[src/rtl/audio_i2s_tx.sv]
// I2S transmitter for 16-bit stereo samples at 48 kHz. MCLK, SCLK and LRCK are clock-enable
// events derived from a fractional accumulator, so everything stays in the clk_74a domain.
module audio_i2s_tx #(
   parameter int unsigned ACC_INC      = 245760,
   parameter int unsigned ACC_MOD      = 742500,
   parameter int unsigned SAMPLE_WIDTH = 16
) (
   input  logic                    clk_74a,
   input  logic                    reset,
   input  logic                    sample_valid,
   output logic                    sample_ready,
   input  logic [SAMPLE_WIDTH-1:0] sample_left,
   input  logic [SAMPLE_WIDTH-1:0] sample_right,
   output logic                    audio_mclk,
   output logic                    audio_lrck,
   output logic                    audio_dac,
   output logic                    frame_tick,
   output logic                    underrun
);

   localparam int unsigned AccW = 22;
   localparam logic [AccW-1:0] AccInc = AccW'(ACC_INC);
   localparam logic [AccW-1:0] AccMod = AccW'(ACC_MOD);

   logic [AccW-1:0]         acc_q, acc_d;
   logic                    mclk_q, mclk_d;
   logic [1:0]              div_q, div_d;
   logic [5:0]              cnt_q, cnt_d;
   logic                    lrck_q, lrck_d;
   logic                    dac_q, dac_d;
   logic                    buf_full_q, buf_full_d;
   logic [SAMPLE_WIDTH-1:0] buf_l_q, buf_l_d;
   logic [SAMPLE_WIDTH-1:0] buf_r_q, buf_r_d;
   logic [SAMPLE_WIDTH-1:0] sh_l_q, sh_l_d;
   logic [SAMPLE_WIDTH-1:0] sh_r_q, sh_r_d;
   logic                    tick_q, tick_d;
   logic                    under_q, under_d;

   logic                    mclk_tog;
   logic                    mclk_rise;
   logic                    sclk_fall;
   logic                    frame_load;
   logic                    accept;
   logic [5:0]              c_next;
   logic [4:0]              bit_pos;
   logic [SAMPLE_WIDTH-1:0] word;
   logic [SAMPLE_WIDTH-1:0] word_shift;

   always_comb begin
      mclk_tog   = (acc_q >= AccMod);
      mclk_rise  = mclk_tog && !mclk_q;
      sclk_fall  = mclk_rise && (div_q == 2'd3);
      c_next     = cnt_q + 6'd1;
      bit_pos    = c_next[4:0];
      frame_load = sclk_fall && (c_next == 6'd0);
      accept     = sample_valid && !buf_full_q;
      word       = c_next[5] ? sh_r_q : sh_l_q;
      // Bring bit (SAMPLE_WIDTH - bit_pos) up to the MSB position.
      word_shift = word << (bit_pos - 5'd1);
   end

   always_comb begin
      acc_d      = mclk_tog ? (acc_q - AccMod + AccInc) : (acc_q + AccInc);
      mclk_d     = mclk_q ^ mclk_tog;
      div_d      = div_q + {1'b0, mclk_rise};
      cnt_d      = cnt_q;
      lrck_d     = lrck_q;
      dac_d      = dac_q;
      buf_full_d = buf_full_q;
      buf_l_d    = buf_l_q;
      buf_r_d    = buf_r_q;
      sh_l_d     = sh_l_q;
      sh_r_d     = sh_r_q;
      tick_d     = frame_load;
      under_d    = frame_load && !buf_full_q;

      if (sclk_fall) begin
         cnt_d  = c_next;
         lrck_d = c_next[5];
         // One-SCLK delay after the LRCK edge, then MSB first, then zero padding.
         if ((bit_pos != 5'd0) && (32'(bit_pos) <= SAMPLE_WIDTH)) begin
            dac_d = word_shift[SAMPLE_WIDTH-1];
         end else begin
            dac_d = 1'b0;
         end
      end

      if (frame_load) begin
         if (buf_full_q) begin
            sh_l_d     = buf_l_q;
            sh_r_d     = buf_r_q;
            buf_full_d = 1'b0;
         end else begin
            sh_l_d = '0;
            sh_r_d = '0;
         end
      end

      // ready is low while full, so an accept never collides with the load's consume.
      if (accept) begin
         buf_l_d    = sample_left;
         buf_r_d    = sample_right;
         buf_full_d = 1'b1;
      end
   end

   always_ff @(posedge clk_74a or posedge reset) begin
      if (reset) begin
         acc_q      <= '0;
         mclk_q     <= 1'b0;
         div_q      <= 2'd0;
         cnt_q      <= 6'd63;
         lrck_q     <= 1'b0;
         dac_q      <= 1'b0;
         buf_full_q <= 1'b0;
         buf_l_q    <= '0;
         buf_r_q    <= '0;
         sh_l_q     <= '0;
         sh_r_q     <= '0;
         tick_q     <= 1'b0;
         under_q    <= 1'b0;
      end else begin
         acc_q      <= acc_d;
         mclk_q     <= mclk_d;
         div_q      <= div_d;
         cnt_q      <= cnt_d;
         lrck_q     <= lrck_d;
         dac_q      <= dac_d;
         buf_full_q <= buf_full_d;
         buf_l_q    <= buf_l_d;
         buf_r_q    <= buf_r_d;
         sh_l_q     <= sh_l_d;
         sh_r_q     <= sh_r_d;
         tick_q     <= tick_d;
         under_q    <= under_d;
      end
   end

   assign sample_ready = !buf_full_q;
   assign audio_mclk   = mclk_q;
   assign audio_lrck   = lrck_q;
   assign audio_dac    = dac_q;
   assign frame_tick   = tick_q;
   assign underrun     = under_q;

endmodule

[config.mk]
export PLATFORM = sky130hd
export DESIGN_NAME = audio_i2s_tx
export DESIGN_NICKNAME = d
export VERILOG_FILES = /design/src/rtl/audio_i2s_tx.sv
export SDC_FILE = /design/constraint.sdc
export NUM_CORES = 1
export LEC_CHECK = 0
export ABC_AREA = 1
export BUFFER_PORTS_ARGS = -buffer_cell sky130_fd_sc_hd__buf_4
export CAP_MARGIN = 20
export CORE_MARGIN = 2
export CORE_UTILIZATION = 60
export DETAILED_ROUTE_END_ITERATION = 10
export PLACE_DENSITY = 0.8
export SYNTH_ARGS = -nofsm -noshare
export SYNTH_HDL_FRONTEND = slang
export SYNTH_SLANG_ARGS = --single-unit
[constraint.sdc]
create_clock -name clk_74a -period 9.5 [get_ports clk_74a]
set_input_delay 2.375 -clock clk_74a [delete_from_list [all_inputs] [get_ports clk_74a]]
set_output_delay 2.375 -clock clk_74a [all_outputs]
set_load 0.02 [all_outputs]
# [Word level (Yosys, flattened, before mapping)]
# Cells that the tools add are included.
[word_totals] register_bits=100 latch_bits=0 mem_bits_rw=0 mem_bits_ro=0 output_inout_bits=6 wordCells=42 n_memories=0
[classes] add_sub_neg=6 multipliers=0 n_div=0 n_lt_le_gt_ge=2 eq_ne=1 n_shift=1 mux=7 bitwise=1 reduce_logical=11
[op_table] cell="two-way mux 16 bit" n=3
[op_table] cell="adder 22 x 18 -> 22 bit, second input constant" n=2
[op_table] cell="greater-or-equal comparator 22 x 20 -> 1 bit, second input constant" n=1
[op_table] cell="two-way mux 22 bit" n=1
[op_table] cell="subtractor 22 x 20 -> 22 bit, second input constant" n=1
[op_table] cell="<< shifter 16 x 5 -> 16 bit" n=1
[op_table] cell="adder 6 x 1 -> 6 bit, second input constant" n=1
[op_table] cell="logical AND 1 bit" n=6
[op_table] cell="zero test 6 bit" n=1
[op_table] cell="<= comparator 5 bit, second input constant" n=1
[op_table] cell="nonzero test 5 bit" n=1
[op_table] cell="subtractor 5 x 1 -> 5 bit, second input constant" n=1
[op_table] cell="two-way mux 1 bit" n=3
[op_table] cell="adder 2 x 1 -> 2 bit" n=1
[op_table] cell="== test 2 bit, second input constant" n=1
[op_table] cell="zero test 1 bit" n=2
[op_table] cell="nonzero test 2 bit" n=1
[op_table] cell="bitwise XOR 1 bit" n=1

# [Logic depth before layout (Yosys ltp)]
# Gate-level depths: netlist of the first run.
[logic_depth] ltp_word=6 mapped_depth=15 depth_no_buf=13

# [Worst setup path after synthesis of the first run]
# OpenSTA, ideal clock, no wires.
[synth_path] kind="input port to flip-flop" from="in sample_valid" to="reg buf_l_q[0]" arrival_ps=3230 required_time_ps=9375 slack_ps=6145 cell_stages=3 path_buffers=1 path_cell_list="nand2_1 buf_1 mux2_2"
[synth_via] elab_chain_cells=1
[synth_rtl] item="start, declared" line_no="10" text="input logic sample_valid,"
[synth_rtl] item="logical AND 1 bit" line_no="56" text="accept = sample_valid && !buf_full_q;"
[synth_rtl] item="end signal, assigned" line_no="130" text="buf_l_q <= buf_l_d;"
[synth_rtl] item="end, declared" line_no="32" text="logic [SAMPLE_WIDTH-1:0] buf_l_q, buf_l_d;"
# Every way passes these cells.
# A chain may end at the register's enable or synchronous reset.

# [Final worst setup path of the first run]
[layout_path] from="reg buf_full_q" to="out sample_ready"
[layout_via] elab_chain_cells=1
[layout_rtl] item="start, declared" line_no="31" text="logic buf_full_q, buf_full_d;"
[layout_rtl] item="start signal, assigned" line_no="129" text="buf_full_q <= buf_full_d;"
[layout_rtl] item="zero test 1 bit" line_no="139" text="assign sample_ready = !buf_full_q;"
[layout_rtl] item="end, declared" line_no="11" text="output logic sample_ready,"
# Every way passes these cells.

==> impl_metrics.tcl, run 1 <==
set metrics [dict create \
    p_int_mw 0.549 \
    grt_pass1_wl_um 15700 \
    antenna_found_initial 0 \
    end_kind "primary output" \
    min_period_ns 4.17 \
    p_sw_mw 0.152 \
    hpwl_um 6410 \
    path_cells "inv_1, buf_4" \
    r2r_end "sh_l_q[12]$_DFFE_PP0P_" \
    cpPeakStageDelay_ns 1.03 \
    fmax_ghz 0.240 \
    yosys_most_used_dff "dfrtp_1" \
    pwr-share-comb_pct 2.7 \
    n_fill_cell 634 \
    maxSlewHeadroom_pct 31.3 \
    nets 603 \
    grt.overflow.total 0 \
    path_buf_inv 2 \
    regArea_um2 2460 \
    synth-seq-cells 98 \
    min_delay_path_depth 1 \
    async_flop_share_pct 100 \
    hold_path_end "div_q[1]$_DFF_PP0_" \
    cp_top_family "flip-flops" \
    pin_count 41 \
    worstHoldStart "div_q[1]$_DFF_PP0_" \
    fin_crit_sh_pct 43.9 \
    p_seq_share_pct 59.5 \
    cts_resized 0 \
    final_hold_viol_count 0 \
    critPathRequiredTime_ns 7.13 \
    yosysWarningCount 0 \
    postRouteAntennaNets 0 \
    core-area_um2 7690 \
    ys_seq_area_share_pct 52.2 \
    grt_max_degree 76 \
    vias 3536 \
    h-tree-depth 3 \
    crit_type "reg -> out" \
    cts_tree "done" \
    powerDensity_nw_per_um2 133 \
    syn_area_um2 4710 \
    synthCells 523 \
    avgSynthCellArea_um2 9.01 \
    clock-skew-final_ns 0.0108 \
    syn_to_final_growth_pct 11.9 \
    first_pass_iters 4 \
    status "complete, no violations" \
    r2r_slack_ns 6.17 \
    grtUsageTotal_pct 23.1 \
    grt_pass1_vias 3426 \
    placed_area_um2 5080 \
    cpMaxStageDelayCell "dfrtp_1" \
    critPathLaunchType "flip-flop" \
    initial_core_util_pct 61.3 \
    clk_pin_slew_ns 0.09 \
    drc_errors 0 \
    p_clk_share_pct 37.9 \
    critPathMaxFanout 34 \
    maxCapViolations 0 \
    maxSlewViolCount 0 \
    tns_ns 0 \
    p_leak_nw 2.85 \
    die-area_um2 8580 \
    drive_above_1_share_pct 18.1 \
    drt_wl_total_um 8990 \
    synth_nets 567 \
    worstMarginPinSlew_ns 1.03 \
    clkSinkCount 98 \
    rows 32 \
    p_sw_share_pct 21.7 \
    post_cts_buffers 0 \
    hp-class "reg -> reg" \
    clk_latency_ns 0.36 \
    cts_hold_buf 0 \
    clock-root-buffer "clkbuf_8" \
    irDropWorstVdd_uv 65.3 \
    io_buffers 40 \
    place_congestion 0.887 \
    drt-initial-drc-count 184 \
    ys_types 29 \
    cts_max_path_buffers 2 \
    diodes 0 \
    synth_edf_count 0 \
    wl_per_cell_um 13.5 \
    worstPathArrival_ns 1.80 \
    multiInputGateArea_um2 1980 \
    rr_worst_depth 13 \
    setup_viol 0 \
    vias_per_cell 5.31 \
    cts_made_buffers 9 \
    crit-reg2reg-launch "acc_q[15]$_DFF_PP0_" \
    fp.dieW_um 92.6 \
    rsz0062_at_grt "false" \
    dieHeight_um 92.6 \
    final_area_um2 5270 \
]
-- state kept, by name, indices dropped and copies added, names as in the netlist, 2 cells and up --
| name | flops |
|---|---|
| sh_r_q | 16 |
| buf_r_q | 16 |
| div_q | 2 |
| sh_l_q | 16 |
| buf_l_q | 16 |
| cnt_q | 6 |
| acc_q | 20 |
-- worst reg2reg max path: stages (launching register included) --
cell       delay (ns)
dfrtp_1          0.46
inv_1            0.13
ha_1             0.17
inv_1            0.04
nor3_1           0.21
nand4_1          0.13
o2111ai_1        0.21
ha_1             0.27
nand3_1          0.35
nor4_4           0.35
buf_4            0.38
inv_2            0.30
nand2_1          0.16
nand2_1          0.06
-- cells in the final DEF, fill, tap and decap left out --
master / count
clkinvlp_4: 1
nor2_1: 26
inv_2: 1
o21bai_2: 1
bufinv_16: 1
xnor2_1: 5
nand3_1: 66
nand2_2: 1
dfrtp_1: 92
o2111ai_1: 1
clkbuf_8: 9
ha_1: 9
a21oi_1: 6
clkinv_2: 3
mux2_2: 32
inv_1: 46
inv_6: 2
clkbuf_1: 1
nand4_1: 3
o21ai_0: 27
and3_1: 1
buf_4: 44
nand3b_1: 3
nor4_4: 1
dfstp_2: 6
a41oi_1: 1
nor3_1: 2
o211ai_1: 1
xor2_1: 20
o21bai_1: 1
nand2_1: 151
-- cells by family (layout without fill, tap and decap cells) --
kind of cell	Yosys count	count (layout)	share of synthesized area, %
buffers and inverters	67	108	5.76
adder cells (fa/ha/maj)	9	9	2.39
multiplexers	32	32	7.65
XOR/XNOR	25	25	4.65
AO/OA/AOI/OAI	38	38	4.43
AND/OR/NAND/NOR	254	254	22.9
flip-flops	98	98	52.2
-- metrics by stage --
| step | worst slack (ns) | utilization (%) | power [mW] | hold WS [ns] | cells |
|---|---|---|---|---|---|
| after CTS | 5.30 | 68.6 | 0.709 | 0.474 | 666 |
| after detailed placement | 5.71 | 66.1 | 0.445 | 0.453 | 650 |
| after global placement | 5.74 | 66.1 | 0.444 | 0.454 | 650 |
| after floorplan | 4.57 | - | 0.431 | 0.437 | 523 |
| final | 5.33 | 68.6 | 0.701 | 0.473 | 666 |
| after global routing | 5.14 | 68.6 | 0.730 | 0.506 | 666 |
-- synthesized netlist by cell type, types with 5 or more instances --
library cell  number  area [um2]
dfstp_2            6         158
inv_1             47         176
ha_1               9         113
buf_2              7        35.0
o21ai_0           27         135
xor2_1            20         175
mux2_2            32         360
xnor2_1            5        43.8
a21oi_1            6        30.0
dfrtp_1           92        2300
nor2_1            26        97.6
clkbuf_1           7        26.3
nand2_1          151         567
nand3_1           66         330
-- worst max path at each step --
stage	startpoint	end	slack, ns	depth (start not counted)
after floorplan	reset	acc_q[10]$_DFFE_PP0N_	4.57	1
after global placement	buf_full_q$_DFFE_PP0P_	sample_ready	5.74	2
after detailed placement	buf_full_q$_DFFE_PP0P_	sample_ready	5.71	2
after CTS	buf_full_q$_DFFE_PP0P_	sample_ready	5.30	2
after global routing	buf_full_q$_DFFE_PP0P_	sample_ready	5.14	2
final	buf_full_q$_DFFE_PP0P_	sample_ready	5.33	2
-- final cells by class --
type	count	area share [%]
flip-flops and latches	98	46.7
multi-input cells	358	37.6
repair buffers	44	6.26
inverters	48	3.44
clock buffers	10	2.42
well taps	102	2.42
clock inverters	6	1.23
-- metal layers --
layer  track usage (%)  up-vias  part of all wire, %
met1              31.9     1707                   46
met2              37.5       68                   49
li1                  -     1751                    -
met5                 0        -                    0
met3              5.21       10                  4.0
met4              6.00        0                  1.1
-- power groups by stage --
stage,logic (mW),clock network (mW),registers [mW]
CTS,0.0195,0.273,0.417
detailed placement,0.0194,0,0.425
global placement,0.0189,0,0.425
finish,0.0186,0.266,0.417
floorplan,0.00618,0,0.425
global route,0.0214,0.291,0.417
Power figures use the tool's default switching activity.
==> inputs of run 2 (changes only) <==
--- a/config.mk
+++ b/config.mk
@@ -9,9 +9,9 @@
 export BUFFER_PORTS_ARGS = -buffer_cell sky130_fd_sc_hd__buf_4
 export CAP_MARGIN = 20
 export CORE_MARGIN = 2
-export CORE_UTILIZATION = 60
+export CORE_UTILIZATION = 54
 export DETAILED_ROUTE_END_ITERATION = 10
-export PLACE_DENSITY = 0.8
+export PLACE_DENSITY = 0.76
 export SYNTH_ARGS = -nofsm -noshare
 export SYNTH_HDL_FRONTEND = slang
 export SYNTH_SLANG_ARGS = --single-unit
==> constraint.sdc (replaced) <==
create_clock -name clk_74a -period 3.5 [get_ports clk_74a]
set_input_delay 0.875 -clock clk_74a [delete_from_list [all_inputs] [get_ports clk_74a]]
set_output_delay 0.875 -clock clk_74a [all_outputs]
set_load 0.02 [all_outputs]
==> run 2 against run 1 <==
Net effect: power grew to 2.7 times the previous value; worst setup slack lost 4.8 ns; count of clock-buffer cells in the layout grew 1; clock power increased to 2.7 times the previous value; register-to-register slack worse by 5.6 ns; non-clock buffer count up 2; via count stayed put; sequential share of layout area down 0.33 points; die area rose by 11%.
==> impl_metrics.tcl, run 2 (synthesized netlist as in run 1, its figures left out) <==
set metrics [dict create \
    status "complete, no violations" \
    rsz0062_at_grt "false" \
    path_cells "inv_1, ha_1, nand2_1, inv_1, nor2_1, nand3b_1, o2111ai_1, ha_1, nand3_1, nor4_4, buf_4, nand3_1, o21ai_0" \
    tns_ns 0 \
    drc_errors 0 \
    use_met3_pct 4.32 \
    worstMarginPinSlew_ns 0.448 \
    place_ws_ns 0.592 \
    top_register "acc_q" \
    clock-root-buffer "clkbuf_8" \
    fin_crit_sh_pct 83.8 \
    cts_hold_buf 0 \
    worst_slack_ns 0.568 \
    die-area_um2 9490 \
    maxSlewHeadroom_pct 70.1 \
    post_cts_buffers 0 \
    worstPathArrival_ns 3.20 \
    nets 605 \
    fp.dieW_um 97.4 \
    mostFrequentLayoutCell "nand2_1" \
    clk_latency_ns 0.36 \
    cts_max_path_buffers 2 \
    critPathMaxFanout 29 \
    place_congestion 0.956 \
    diodes 0 \
    busiest_layer "met2" \
    grt_pass1_wl_um 16300 \
    critPathLaunchType "flip-flop" \
    first_pass_iters 5 \
    hp-class "reg -> reg" \
    cts_made_buffers 9 \
    initial_core_util_pct 54.8 \
    grt_max_degree 78 \
    pin_count 41 \
    end_kind "flip-flop" \
    clk_pin_slew_ns 0.09 \
    syn_to_final_growth_pct 12.7 \
    grt_use_met1_pct 30.2 \
    wl_per_cell_um 13.8 \
    drt_wl_total_um 9280 \
    critPathRequiredTime_ns 3.77 \
    antenna_found_initial 0 \
    postRouteAntennaNets 0 \
    drt-initial-drc-count 156 \
    core-area_um2 8590 \
    cts_resized 0 \
    min_period_ns 2.93 \
    io_buffers 40 \
    clkSinkCount 98 \
    grt_use_met2_pct 32.6 \
    grtUsageTotal_pct 21.2 \
    maxCapViolations 0 \
    irDropWorstVdd_uv 230 \
    grt_pass1_vias 3502 \
    setup_viol 0 \
    maxSlewViolCount 0 \
    n_fill_cell 737 \
    cpPeakStageDelay_ns 0.44 \
    crit_type "reg -> reg" \
    final_hold_viol_count 0 \
    vias_per_cell 5.25 \
    h-tree-depth 3 \
    dieHeight_um 97.4 \
    hpwl_um 6620 \
    grt.overflow.total 0 \
    mostFrequentLayoutCells "nand2_1 (151), dfrtp_1 (92), nand3_1 (66)" \
    drive_above_1_share_pct 18.2 \
    cts_tree "done" \
    fmax_ghz 0.341 \
    clock-skew-final_ns 0.0132 \
    vias 3536 \
    powerDensity_nw_per_um2 360 \
    rows 34 \
    largest_reg_flops 20 \
    cpMaxStageDelayCell "nor4_4" \
    p_leak_nw 2.87 \
]
-- run 2: changes by cell type in the layout (fill, tap and decap cells not counted) --
cell and delta:
clkinv_2 -2, clkinv_4 +2, buf_12 +1, buf_4 +1, clkbuf_1 +1, inv_6 -1
-- run 2: path summary, 6_finish.rpt --
check / start / endpoint / slack (ns) / cells past startpoint
setup / recovery: acc_q[2]$_DFFE_PP0N_ / sh_l_q[13]$_DFFE_PP0P_ / 0.57 / 13
hold / removal: div_q[1]$_DFF_PP0_ / div_q[1]$_DFF_PP0_ / 0.47 / 1
setup reg to reg: acc_q[2]$_DFFE_PP0N_ / sh_l_q[13]$_DFFE_PP0P_ / 0.57 / 13
hold reg to reg: div_q[1]$_DFF_PP0_ / div_q[1]$_DFF_PP0_ / 0.47 / 1
max in group asynchronous: reset / cnt_q[0]$_DFFE_PP1P_ / 2.25 / 3
min in group asynchronous: reset / buf_r_q[8]$_DFFE_PP0P_ / 0.48 / 2
-- run 2: metal layers --
metal / wire, um / vias to the layer above
met5: 0 / -
met4: 148 / 0
met3: 331 / 13
met2: 4470 / 71
met1: 4330 / 1691
li1: - / 1761
-- run 2: final cells by class --
| class | count | area [um2] | area share [%] |
|---|---|---|---|
| Sequential cell | 98 | 2460 | 46.3 |
| Clock buffer | 11 | 131 | 2.47 |
| Tap cell | 108 | 135 | 2.54 |
| Multi-Input combinational cell | 358 | 1980 | 37.3 |
| Clock inverter | 5 | 63.8 | 1.20 |
| Timing Repair Buffer | 46 | 358 | 6.74 |
| Inverter | 48 | 181 | 3.42 |
-- run 2: report_power, final --
group | leakage, nW | internal, mW | switching (mW)
Combinational | 1.48 | 0.0262 | 0.0255
Sequential | 1.29 | 1.13 | 0
Clock | 0.0941 | 0.336 | 0.393
-- run 2: critical path, delay by kind of cell (launching register included) --
kind                     cells  cell delay [ns]
AND/OR/NAND/NOR              6             1.27
adder cells (fa/ha/maj)      2             0.44
buffers and inverters        3             0.47
flip-flops                   1             0.40
AO/OA/AOI/OAI                2             0.26
-- run 2: through the flow --
| stage | area, um2 | cells | utilization (%) | power [mW] | hold slack, ns |
|---|---|---|---|---|---|
| after global routing | 5310 | 674 | 61.8 | 1.99 | 0.473 |
| after floorplan | 4710 | 523 | - | 1.17 | 0.437 |
| final | 5310 | 674 | 61.8 | 1.91 | 0.475 |
| after global placement | 5110 | 658 | 59.5 | 1.21 | 0.453 |
| after detailed placement | 5110 | 658 | 59.5 | 1.21 | 0.456 |
| after CTS | 5310 | 674 | 61.8 | 1.94 | 0.476 |
